File: src/rtl/hex_uart_tx.sv
// Nibble-to-ASCII-hex UART transmitter: 8N1 frames, LSB first, idle-high line.
// Define HEX_UART_PARITY_EN to add an even-parity bit between the data and stop bits.
module hex_uart_tx #(
  parameter int unsigned CLKS_PER_BIT = 16
) (
  input  logic       clk,
  input  logic       rst_n,
  input  logic [3:0] data_in,
  input  logic       valid_in,
  output logic       ready_out,
  output logic       tx_out,
  output logic       busy_out
);

  localparam int unsigned CNT_W = 16;
  localparam int unsigned IDX_W = 3;
  localparam logic [CNT_W-1:0] CNT_LAST = CNT_W'(CLKS_PER_BIT - 1);
  localparam logic [IDX_W-1:0] IDX_LAST = IDX_W'(7);

`ifdef HEX_UART_PARITY_EN
  typedef enum logic [2:0] {
    IDLE   = 3'd0,
    START  = 3'd1,
    DATA   = 3'd2,
    STOP   = 3'd3,
    PARITY = 3'd4
  } state_t;
`else
  typedef enum logic [2:0] {
    IDLE  = 3'd0,
    START = 3'd1,
    DATA  = 3'd2,
    STOP  = 3'd3
  } state_t;
`endif

  state_t           state, state_d;
  logic [CNT_W-1:0] baud_cnt, baud_cnt_d;
  logic [IDX_W-1:0] bit_idx, bit_idx_d;
  logic [7:0]       shreg, shreg_d;
  logic             tx_d, busy_d, ready_d;
  logic             bit_done;

  // Map a nibble to its uppercase ASCII hex character.
  function automatic logic [7:0] to_ascii(input logic [3:0] nib);
    logic [7:0] res;
    if (nib < 4'd10) res = 8'h30 + {4'h0, nib};
    else             res = 8'h37 + {4'h0, nib};
    return res;
  endfunction

  assign bit_done = (baud_cnt == CNT_LAST);

  // Next-state, counters and registered-output precomputation.
  always_comb begin
    state_d    = state;
    baud_cnt_d = baud_cnt;
    bit_idx_d  = bit_idx;
    shreg_d    = shreg;
    tx_d       = 1'b1;
    busy_d     = 1'b0;
    ready_d    = 1'b1;

    case (state)
      IDLE: begin
        if (valid_in && ready_out) begin
          state_d    = START;
          baud_cnt_d = '0;
          bit_idx_d  = '0;
          shreg_d    = to_ascii(data_in);
        end
      end
      START: begin
        if (bit_done) begin
          state_d    = DATA;
          baud_cnt_d = '0;
        end else begin
          baud_cnt_d = baud_cnt + CNT_W'(1);
        end
      end
      DATA: begin
        if (bit_done) begin
          baud_cnt_d = '0;
          bit_idx_d  = bit_idx + IDX_W'(1);
          if (bit_idx == IDX_LAST) begin
`ifdef HEX_UART_PARITY_EN
            state_d = PARITY;
`else
            state_d = STOP;
`endif
          end
        end else begin
          baud_cnt_d = baud_cnt + CNT_W'(1);
        end
      end
`ifdef HEX_UART_PARITY_EN
      PARITY: begin
        if (bit_done) begin
          state_d    = STOP;
          baud_cnt_d = '0;
        end else begin
          baud_cnt_d = baud_cnt + CNT_W'(1);
        end
      end
`endif
      STOP: begin
        if (bit_done) begin
          state_d    = IDLE;
          baud_cnt_d = '0;
        end else begin
          baud_cnt_d = baud_cnt + CNT_W'(1);
        end
      end
      default: begin
        state_d    = IDLE;
        baud_cnt_d = '0;
        bit_idx_d  = '0;
      end
    endcase

    // Outputs are registered from the upcoming state so the line moves one cycle after acceptance.
    case (state_d)
      START:   tx_d = 1'b0;
      DATA:    tx_d = shreg_d[bit_idx_d];
`ifdef HEX_UART_PARITY_EN
      PARITY:  tx_d = ^shreg_d;
`endif
      default: tx_d = 1'b1;
    endcase
    busy_d  = (state_d != IDLE);
    ready_d = (state_d == IDLE);
  end

  // State and registered outputs.
  always_ff @(posedge clk or negedge rst_n) begin
    if (!rst_n) begin
      state     <= IDLE;
      baud_cnt  <= '0;
      bit_idx   <= '0;
      shreg     <= '0;
      tx_out    <= 1'b1;
      busy_out  <= 1'b0;
      ready_out <= 1'b1;
    end else begin
      state     <= state_d;
      baud_cnt  <= baud_cnt_d;
      bit_idx   <= bit_idx_d;
      shreg     <= shreg_d;
      tx_out    <= tx_d;
      busy_out  <= busy_d;
      ready_out <= ready_d;
    end
  end

endmodule

File: config.mk
export PLATFORM = sky130hd
export DESIGN_NAME = hex_uart_tx
export DESIGN_NICKNAME = d
export VERILOG_FILES = /design/src/rtl/hex_uart_tx.sv
export SDC_FILE = /design/constraint.sdc
export NUM_CORES = 1
export LEC_CHECK = 0
export CAP_MARGIN = 30
export CELL_PAD_IN_SITES_DETAIL_PLACEMENT = 0
export CELL_PAD_IN_SITES_GLOBAL_PLACEMENT = 1
export CORE_MARGIN = 4
export CORE_UTILIZATION = 49
export DETAILED_ROUTE_END_ITERATION = 16
export GPL_TIMING_DRIVEN = 0
export PLACE_DENSITY = 0.83
export SETUP_SLACK_MARGIN = 0.5
export SYNTH_ARGS = -nofsm -noshare
export SYNTH_HDL_FRONTEND = slang
export SYNTH_SLANG_ARGS = --single-unit
export TNS_END_PERCENT = 100
File: constraint.sdc
create_clock -name clk -period 6.2 [get_ports clk]
set_input_delay 1.24 -clock clk [delete_from_list [all_inputs] [get_ports clk]]
set_output_delay 1.24 -clock clk [all_outputs]
set_load 0.05 [all_outputs]
# Yosys cells after proc, flatten, opt, wreduce, memory -nomap -nowiden
# Index checks and enable logic that the tools add are counted.
[word_totals]
reg_bits = 33
inputBits = 7
wordCells = 45
out_inout_bits = 3
[classes]
eq_ne = 8
magnitude_cmp = 2
n_reduce_logical = 6
addsub = 4
n_mux = 18
[ops]
columns = ["cell", "n"]
rows = [
  ["16-bit 2-to-1 mux", 2],
  ["16-bit one-hot mux with 2 select lines", 1],
  ["3-bit 2-to-1 mux", 7],
  ["16-bit by 1-bit adder with 16-bit output, second input constant", 1],
  ["16-bit by 4-bit == test with 1-bit output, second input constant", 1],
  ["8-bit 2-to-1 mux", 2],
  ["6-bit by 4-bit adder with 7-bit output, first input constant", 2],
  ["3-bit one-hot mux with 4 select lines", 1],
  ["3-bit by 2-bit == test with 1-bit output, second input constant", 3],
  ["3-bit one-hot mux with 3 select lines", 1],
  ["7-bit 2-to-1 mux", 1],
  ["3-bit by 1-bit == test with 1-bit output, second input constant", 2],
  ["3-bit zero test", 2],
  ["3-bit by 4-bit less-than comparator with 1-bit output, second input constant", 1],
  ["4-bit less-than comparator, second input constant", 1],
  ["3-bit by 1-bit adder with 3-bit output, second input constant", 1],
  ["1-bit binary-select mux with 3-bit select", 1],
  ["3-bit == test, second input constant", 1],
  ["3-bit nonzero test", 1],
  ["3-bit OR reduction", 1],
  ["2-bit inequality test, second input constant", 1],
  ["1-bit one-hot mux with 2 select lines", 1],
  ["2-bit OR reduction", 1],
  ["1-bit logical AND", 1],
  ["1-bit 2-to-1 mux", 1],
]

# Longest topological paths before layout
# Gate-level depths: netlist of run 1.
[depth]
word_depth = 7
ltp_mapped = 11
mapped_depth_nobuf = 9

# Least setup slack after synthesis of run 1
# No wires, ideal clock.
[synth_path]
path_kind = "input to register"
start = "in valid_in"
end = "reg tx_out"
arrival_time_ps = 2744
required_ps = 6115
n_path_buf = 0
path_slack_ps = 3371
cell_stages = 7
setup_time_ps = 85
cell_sequence = "and2_1 and2_1 mux2_2 o21a_1 a2111oi_1 o41ai_1 mux2_1"
[synth_via]
elab_chain_len = 6
word_cells_on_any_way = 12
cone_classes = "eq/ne: 2; mux: 9; reduce/logical: 1"
[synth_rtl]
columns = ["item", "line_no", "text"]
rows = [
  ["start: declaration", "9", "input logic valid_in,"],
  ["1-bit logical AND", "66", "if (valid_in && ready_out) begin"],
  ["8-bit 2-to-1 mux", "66", ""],
  ["8-bit 2-to-1 mux", "64", "case (state)"],
  ["via shreg_d[1]", "40", "logic [7:0] shreg, shreg_d;"],
  ["1-bit binary-select mux with 3-bit select", "124", "DATA: tx_d = shreg_d[bit_idx_d];"],
  ["1-bit 2-to-1 mux (implied by the code)", "124", ""],
  ["1-bit one-hot mux with 2 select lines", "122", "case (state_d)"],
  ["via tx_d", "41", "logic tx_d, busy_d, ready_d;"],
  ["end signal: assignment", "149", "tx_out <= tx_d;"],
  ["end: declaration", "11", "output logic tx_out,"],
]
# The timed path passes the listed nets, and every way through them passes these cells. The select of a mux whose other input is x is not followed.
# A chain may end at the register's enable or synchronous reset.

# Final worst setup path of run 1
# Same ends and word-level chain as after synthesis.

==> results of run 1 <==
kinds of logic after synthesis:
logic type / share of synthesized area (%)
other cells: 0.1987
fa+ha+maj: 2.653
mux: 1.724
compound gates: 21.22
simple gates: 23.74
flops: 43.90
buf+inv: 4.244
xor+xnor: 2.321
per-stage QoR:
stage          power, uW  worst slack, ns  utilization, %  hold slack (ns)  cell area [sq um]
2_1_floorplan      296.8            3.371               -           0.4324               1887
3_3_place_gp       322.0            2.685           55.22           0.4499               2037
3_5_place_dp       324.9            2.678           55.09           0.4621               2032
4_1_cts            479.3            2.970           57.33           0.4776               2115
5_1_grt            501.3            2.858           57.33           0.5087               2115
6_report           472.2            2.964           57.33           0.4785               2115
metal layers:
layer / vias to the layer above / share of wire [%] / track usage, %
met3: 12 / 4.3 / 5.180
met1: 721 / 44 / 20.73
met2: 34 / 49 / 26.44
met5: - / 0 / 0
li1: 749 / - / -
met4: 0 / 3.4 / 10.85
worst min-delay path: stages, from the launching register on:
cell	delay (ns)
dfrtp_1	0.33
nand2_1	0.06
nand2_1	0.06
where the power goes:
group | total (uW) | switching [uW] | internal, uW
clock network | 152 | 74.4 | 77.6
registers | 240 | 6.06 | 234
logic | 79.7 | 51.8 | 27.8
total | 472 | 132 | 340
area by class of cell:
cell class / instances / area, sq um
Buffer: 8 / 35.03
Clock inverter: 2 / 10.01
Sequential cell: 33 / 828.3
Fill cell: 336 / 1574
Multi-Input combinational cell: 148 / 978.4
Timing Repair Buffer: 9 / 85.08
Tap cell: 48 / 60.06
Clock buffer: 6 / 72.57
Inverter: 12 / 45.04
registers in the layout (all words and copies together) (netlist names):
register   cells
baud_cnt      16
shreg          8
bit_idx        3
state          3
busy_out       1
ready_out      1
tx_out         1
placed cells by master, fill, tap and decap left out, types with 2 or more instances in the layout:
cell type and instances:
dfrtp_1 31, o21ai_0 29, nand2_1 26, inv_1 12, nor2_1 12, clkdlybuf4s50_1 8
clkbuf_1 7, a21oi_1 7, o21a_1 6, nand3_1 6, and3_1 5, clkbuf_8 5
nor4_4 4, nor3_1 4, ha_1 4, and2_1 3, xor2_1 3, o31ai_1 3
buf_2 2, a41oi_1 2, a311oi_1 2, nand2b_2 2, xnor2_1 2, nor2b_1 2
a2111oi_2 2, nand4_1 2, a21o_1 2, clkinv_2 2, dfstp_2 2
worst min-delay path by stage:
stage / start / to / slack [ns] / cells past startpoint
after floorplan: shreg[3] / shreg[3] / 0.43 / 2
after global placement: shreg[3] / shreg[3] / 0.45 / 2
after detailed placement: shreg[3] / shreg[3] / 0.46 / 2
after CTS: shreg[3] / shreg[3] / 0.48 / 2
after global routing: shreg[7] / shreg[7] / 0.51 / 1
final: shreg[3] / shreg[3] / 0.48 / 2
==> flow_summary.toml, run 1 <==
[run_status]
outcome = "finished clean"

[power_and_ir_drop]
leakage_uw = 0.0009021
peakVddDrop_mv = 0.1550
powerDensity_mw_per_mm2 = 223.3

[critical_path]
crit_family = "multiplexers"
r2r_slack_ns = 3.49
crit_start = "valid_in"
rr_worst_depth = 10
setup.worst_path.start_class = "input pin"
cp_cell_sequence = "clkdlybuf4s50_1, and2_1, and2_1, mux2_2, o21a_1, a2111oi_1, o41ai_1, mux2_1"
r2r-end = "tx_out"
path_depth = 8
crit_path_end = "tx_out"
end_kind = "flop"
crit_path_top_delay_cell = "clkdlybuf4s50_1"
worst_path_most_repeated_cell = "and2_1"
setup.worst_path.class = "in2reg"
crit_fanout = 5
worstPathArrival_ns = 3.44
crit_required_ns = 6.40
critical_path.n_buffers_inverters = 1
slowest_delay_ns = 0.47
r2r_start = "baud_cnt[0]"

[synth]
avgSynthCellArea_sq_um = 9.387
ys_top_cells_by_count = "dfrtp_1, o21ai_0, nand2_1"
ys.flop_type = "dfrtp_1"
yosys-top-cells-area = "dfrtp_1, o21ai_0, nand2_1"
yosys_warnings = 0
synthMostInstantiatedCell = "dfrtp_1"
netlist_area_sq_mm = 0.001887
ys_seq_area_share_pct = 43.90
syn_nets = 212
synth_edf_count = 0
synthDominantCellAreaShare_pct = 41.11
ys_seq_elements = 33
yosysTopAreaCell = "dfrtp_1"
synth_cell_types = 47
synth_cells = 201
ys_async_sr_fraction_pct = 100.0

[timing]
fin_worst_skew_ns = 0.008613
setup_viol = 0
finalHoldViolations = 0
slew-limit-headroom_pct = 51.36
worstMarginPinSlew_ns = 0.7296
finalCritPeriodShare_pct = 52.19
slew_violations = 0
finalCriticalPeriod_ns = 3.236
fmax_ghz = 0.3090
fin_setup_tns_ns = 0
rsz0062_at_grt = "no"

[clock_network]
cts_setup_buffers = 0
cts_hold_buffers = 0
tritoncts = "built"
clkTransAtPathRegs_ns = 0.06
worstSkewPairLatency_ns = 0.28
h-tree-depth = 2
cts_resized = 0
clk_path_buf_depth = 2
cts_made_buffers = 5
cts-root-buf = "clkbuf_8"
clkSinkCount = 33

[floorplan]
die_w_um = 70.06
dieArea_sq_mm = 0.004908
rows = 22
coreArea_sq_mm = 0.003689
die_h_um = 70.06
start_util_pct = 51.15
ioPinCount = 10

[place]
routabilityCongestion = 0.8763
port_buffers = 9
placedCellCount = 258
dp_hpwl_um = 2923

[finish]
nets = 228
finalNonFillerCells = 266
drive_above_1_share_pct = 11.47
area_growth_syn_to_layout_pct = 12.07
diodes = 0

[global_routing]
grt_remaining_overflow = 0
grt_pass1_vias = 1454
grt_max_degree = 34
antenna_found_initial = 0
grtUsageTotal_pct = 17.14
grt_pass1_wl_um = 6672

[detailed_routing]
ant_nets = 0
num_vias = 1516
routedWlPerCell_um = 14.59
first_pass_iters = 4
avgViaCountPerCell = 5.699
drc = 0
drt_iter0_markers = 81
route.final.wire_length_um = 3882

[worst_hold_path]
hold_class = "reg2reg"

[job]
cap_viol_max_count = 0
No activity file was read; power rests on OpenSTA's default activity.
==> inputs of run 2 (changes only) <==
--- a/config.mk
+++ b/config.mk
@@ -9,10 +9,10 @@
 export CELL_PAD_IN_SITES_DETAIL_PLACEMENT = 0
 export CELL_PAD_IN_SITES_GLOBAL_PLACEMENT = 1
 export CORE_MARGIN = 4
-export CORE_UTILIZATION = 49
+export CORE_UTILIZATION = 41
 export DETAILED_ROUTE_END_ITERATION = 16
 export GPL_TIMING_DRIVEN = 0
-export PLACE_DENSITY = 0.83
+export PLACE_DENSITY = 0.74
 export SETUP_SLACK_MARGIN = 0.5
 export SYNTH_ARGS = -nofsm -noshare
 export SYNTH_HDL_FRONTEND = slang
==> constraint.sdc (replaced) <==
create_clock -name clk -period 2.7 [get_ports clk]
set_input_delay 0.54 -clock clk [delete_from_list [all_inputs] [get_ports clk]]
set_output_delay 0.54 -clock clk [all_outputs]
set_load 0.05 [all_outputs]
==> flow_summary.toml, run 2 (synthesis results as in run 1) <==
[timing]
fin_worst_skew_ns = 0.006804
setup_viol = 0
finalCritPeriodShare_pct = 91.42
worstMarginPinSlew_ns = 0.7349
finalHoldViolations = 0
finalCriticalPeriod_ns = 2.468
slew-limit-headroom_pct = 51.01
rsz0062_at_grt = "yes"
slew_violations = 0
fmax_ghz = 0.4051

[critical_path]
r2r_slack_ns = 0.23
r2r_start = "baud_cnt[0]"
setup.worst_path.start_class = "flop"
setup.worst_path.class = "reg2reg"
crit_fanout = 6
rr_worst_depth = 10
end_kind = "flop"
r2r-end = "tx_out"
crit_required_ns = 2.92
worstPathArrival_ns = 2.69

[floorplan]
ioPinCount = 10
dieArea_sq_mm = 0.005751
die_w_um = 75.84
coreArea_sq_mm = 0.004414
die_h_um = 75.84
start_util_pct = 42.74
rows = 24

[clock_network]
clkSinkCount = 33
clkTransAtPathRegs_ns = 0.07
worstSkewPairLatency_ns = 0.29
cts-root-buf = "clkbuf_8"
tritoncts = "built"
clk_path_buf_depth = 2
h-tree-depth = 2
cts_hold_buffers = 0
cts_made_buffers = 5

[finish]
reg_top3 = "baud_cnt: 16 flops, shreg: 8 flops"
diodes = 0
multi_input_area_sq_mm = 0.001095
nets = 241
finalNonFillerCells = 283
regArea_sq_um = 830.8
drive_above_1_share_pct = 25.97
nFillCells = 391
largest_reg_flops = 16
stdcell_area_sq_mm = 0.002424
area_growth_syn_to_layout_pct = 28.45
final_core_util_pct = 54.90
layout_common_cells = "o21ai_0, dfrtp_1, nand2_1"
top_register = "baud_cnt"

[global_routing]
grt_pass1_wl_um = 7024
grtUsageTotal_pct = 16.32
grt_remaining_overflow = 0
grt.busiest_layer = "met2"
antenna_found_initial = 0
globalRouteMet3Util_pct = 4.090
grtUsageMet1_pct = 20.25
grt_pass1_vias = 1468
grtUsageMet2_pct = 27.28
grt_max_degree = 34

[place]
port_buffers = 9
routabilityCongestion = 0.8305
place_area_sq_mm = 0.002101
placedCellCount = 262
dp_hpwl_um = 3006

[detailed_routing]
drt_iter0_markers = 55
drc = 0
routedWlPerCell_um = 14.86
first_pass_iters = 6
ant_nets = 0
route.final.wire_length_um = 4204
num_vias = 1564
avgViaCountPerCell = 5.527

[power_and_ir_drop]
powerDensity_mw_per_mm2 = 548.3
peakVddDrop_mv = 0.3141
leakage_uw = 0.001049
power_uw = 1329

[job]
cap_viol_max_count = 0

[run_status]
outcome = "finished clean"

[worst_hold_path]
hold_class = "in2async"
-- run 2: cell types whose count changed in the layout (fill, tap and decap cells not counted), moves of 3 or more --
cell and delta:
a2111oi_4 +3, buf_6 +3, clkbuf_1 -4, buf_4 +12
-- run 2: timing repair --
action | CTS | global route
buffers inserted | 6 | 7
pin swaps | 7 | 10
resized for setup | 11 | 13
setup endpoints to repair | 16 | 8
-- run 2: per-layer routing --
layer	routed length [um]	vias up	part of all wire, %
li1	-	776	-
met5	0	-	0
met4	61	0	1.5
met3	125	6	3.0
met1	1868	765	44
met2	2149	17	51
-- run 2: worst max-delay path by stage --
| stage | start | to | slack, ns | cells after the start |
|---|---|---|---|---|
| finish | baud_cnt[0] | tx_out | 0.23 | 10 |
| global route | baud_cnt[0] | tx_out | 0.11 | 10 |
| CTS | baud_cnt[1] | tx_out | 0.22 | 10 |
| detailed placement | data_in[1] | tx_out | -0.07 | 10 |
| global placement | state[2] | tx_out | -0.002 | 8 |
| floorplan | baud_cnt[0] | tx_out | 0.41 | 11 |
-- run 2: final cells by class --
type,instances,area share [%]
multi-input cells,148,45.17
flip-flops and latches,33,34.28
repair buffers,22,7.641
clock buffers,5,2.839
plain buffers,8,2.736
clock inverters,3,2.685
well taps,52,2.685
inverters,12,1.962
-- run 2: through the flow --
stage | setup TNS, ns | setup slack (ns) | hold slack (ns)
2_1_floorplan | 0 | 0.4087 | 0.2444
3_3_place_gp | -0.001832 | -0.001832 | 0.4502
3_5_place_dp | -0.06572 | -0.06572 | 0.4684
4_1_cts | 0 | 0.2153 | 0.3320
5_1_grt | 0 | 0.1056 | 0.3696
6_report | 0 | 0.2318 | 0.3048
-- run 2: report_power, final --
part	switching, uW	internal (uW)
Combinational	132	90.2
Sequential	13.4	538
Clock	189	367
-- run 2: critical path: stages (launching register included) --
cell and delay, ns:
dfrtp_1 0.39, ha_2 0.19, and3_4 0.14, buf_6 0.12, and4_1 0.15, buf_6 0.13
o31ai_4 0.43, nor2_4 0.11, a2111oi_4 0.32, o41ai_2 0.13, mux2_4 0.28
==> inputs of run 3 (changes only) <==
--- a/config.mk
+++ b/config.mk
@@ -12,7 +12,7 @@
 export CORE_UTILIZATION = 41
 export DETAILED_ROUTE_END_ITERATION = 16
 export GPL_TIMING_DRIVEN = 0
-export PLACE_DENSITY = 0.74
+export PLACE_DENSITY = 0.8
 export SETUP_SLACK_MARGIN = 0.5
 export SYNTH_ARGS = -nofsm -noshare
 export SYNTH_HDL_FRONTEND = slang
==> flow_summary.toml, run 3 (synthesis results as in run 1) <==
[critical_path]
worst_path_most_repeated_cell = "buf_6"
end_kind = "flop"
crit_path_top_delay_cell = "dfrtp_1"
worstPathArrival_ns = 2.63
setup.worst_path.start_class = "flop"
cp_cell_sequence = "ha_4, and3_4, buf_6, and4_1, buf_6, a311oi_2, nand2b_4, inv_4, a2111oi_4, o41ai_2, mux2_4"
crit_required_ns = 2.91
slowest_delay_ns = 0.42
setup.worst_path.class = "reg2reg"
crit_fanout = 4

[place]
port_buffers = 9
preCtsSetupSlack_ns = -0.007526
routabilityCongestion = 0.7825
dp_hpwl_um = 2712
place_area_sq_mm = 0.002101

[clock_network]
clkTransAtPathRegs_ns = 0.07
cts-root-buf = "clkbuf_8"
tritoncts = "built"
clkSinkCount = 33
cts_made_buffers = 5
worstSkewPairLatency_ns = 0.28
h-tree-depth = 2
clk_path_buf_depth = 2

[timing]
worstMarginPinSlew_ns = 0.7510
setup_viol = 0
rsz0062_at_grt = "yes"
finalCritPeriodShare_pct = 89.63
finalHoldViolations = 0
fmax_ghz = 0.4132
finalCriticalPeriod_ns = 2.420
fin_worst_skew_ns = 0.002608
slew_violations = 0
slew-limit-headroom_pct = 49.93
holdWs_ns = 0.3181
finalWorstSetupSlack_ns = 0.2801
fin_setup_tns_ns = 0

[job]
cap_viol_max_count = 0

[global_routing]
grt_pass1_wl_um = 6941
grt_pass1_vias = 1478
grt_remaining_overflow = 0
grtUsageTotal_pct = 16.12
antenna_found_initial = 0
grt_max_degree = 34

[detailed_routing]
avgViaCountPerCell = 5.437
routedWlPerCell_um = 14.51
ant_nets = 0
drc = 0
first_pass_iters = 4
num_vias = 1593
drt_iter0_markers = 67
route.final.wire_length_um = 4252

[finish]
multi_input_area_sq_mm = 0.001137
stdcell_area_sq_mm = 0.002524
largest_reg_flops = 16
top_register = "baud_cnt"
nets = 251
nFillCells = 387
regArea_sq_um = 838.3
area_growth_syn_to_layout_pct = 33.75
diodes = 0
layout_common_cells = "nand2_1, o21ai_0, buf_4, dfrtp_1, nor2_1"
reg_top3 = "baud_cnt: 16 flops, shreg: 8 flops"
final_common_cell = "nand2_1"
drive_above_1_share_pct = 32.78

[worst_hold_path]
hold_class = "in2async"

[power_and_ir_drop]
p_clk_share_pct = 34.8
leakage_uw = 0.001087
sw_frac_of_total_pct = 27.75
p_comb_share_pct = 18.5
internal_power_uw = 856.6
powerDensity_mw_per_mm2 = 469.8
p_switching_uw = 328.9
power_uw = 1186
peakVddDrop_mv = 0.3478
seqPwrFrac_pct = 46.7

[floorplan]
die_w_um = 75.84
dieArea_sq_mm = 0.005751
coreArea_sq_mm = 0.004414
die_h_um = 75.84
start_util_pct = 42.74
rows = 24
ioPinCount = 10

[run_status]
outcome = "finished clean"
[run 3: cell types whose count changed in the layout (fill, tap and decap cells not counted), sizes merged]
cell	before	now
buf	17	29
bufinv	2	0
[run 3: worst max-delay path: cells and delay by family (launching register included)]
family	cells	cell delay, ns
AO/OA/AOI/OAI	3	0.68
adder cells (fa/ha/maj)	1	0.18
buffers and inverters	3	0.29
flip-flops	1	0.42
multiplexers	1	0.28
AND/OR/NAND/NOR	3	0.50
[run 3: power by group through the flow]
| stage | clock network (uW) | logic [uW] | registers (uW) |
|---|---|---|---|
| 6_report | 413 | 219 | 553 |
| 5_1_grt | 445 | 244 | 559 |
| 4_1_cts | 418 | 210 | 553 |
| 3_5_place_dp | 0 | 197 | 561 |
| 3_3_place_gp | 0 | 197 | 560 |
| 2_1_floorplan | 0 | 113 | 583 |
[run 3: routing by layer]
metal | vias up | share of wire, % | GRT usage [%]
met3 | 6 | 3.6 | 4.749
met2 | 23 | 51 | 27.47
li1 | 794 | - | -
met4 | 0 | 0.89 | 3.495
met1 | 770 | 44 | 20.16
met5 | - | 0 | 0
[run 3: path summary, 6_finish.rpt]
check | from | to | slack [ns] | cells past startpoint
min reg2reg | shreg[4] | shreg[4] | 0.49 | 1
max | baud_cnt[1] | tx_out | 0.28 | 11
min | rst_n | baud_cnt[8] | 0.32 | 1
max reg2reg | baud_cnt[1] | tx_out | 0.28 | 11
min in group clk | shreg[4] | shreg[4] | 0.49 | 1
max in group asynchronous | rst_n | baud_cnt[12] | 1.85 | 1
[run 3: final cells by class]
class / instances / area share (%)
multi-input cells: 148 / 45.07
flip-flops and latches: 33 / 33.22
repair buffers: 32 / 10.46
clock buffers: 7 / 3.818
plain buffers: 8 / 2.677
well taps: 52 / 2.578
inverters: 12 / 1.983
clock inverters: 1 / 0.1983
[run 3: through the flow]
| step | instances | utilization [%] |
|---|---|---|
| after floorplan | 201 | - |
| after global placement | 262 | 47.70 |
| after detailed placement | 262 | 47.59 |
| after CTS | 279 | 53.66 |
| after global routing | 293 | 57.17 |
| final | 293 | 57.17 |
[run 3: repair_timing]
| item | in CTS | in global routing |
|---|---|---|
| buffers inserted | 9 | 14 |
| pin swaps | 10 | 12 |
| hold buffers | 0 | 0 |
| setup endpoints to repair | 14 | 17 |
| gates resized for setup | 16 | 30 |
| hold endpoints to repair | 0 | 0 |
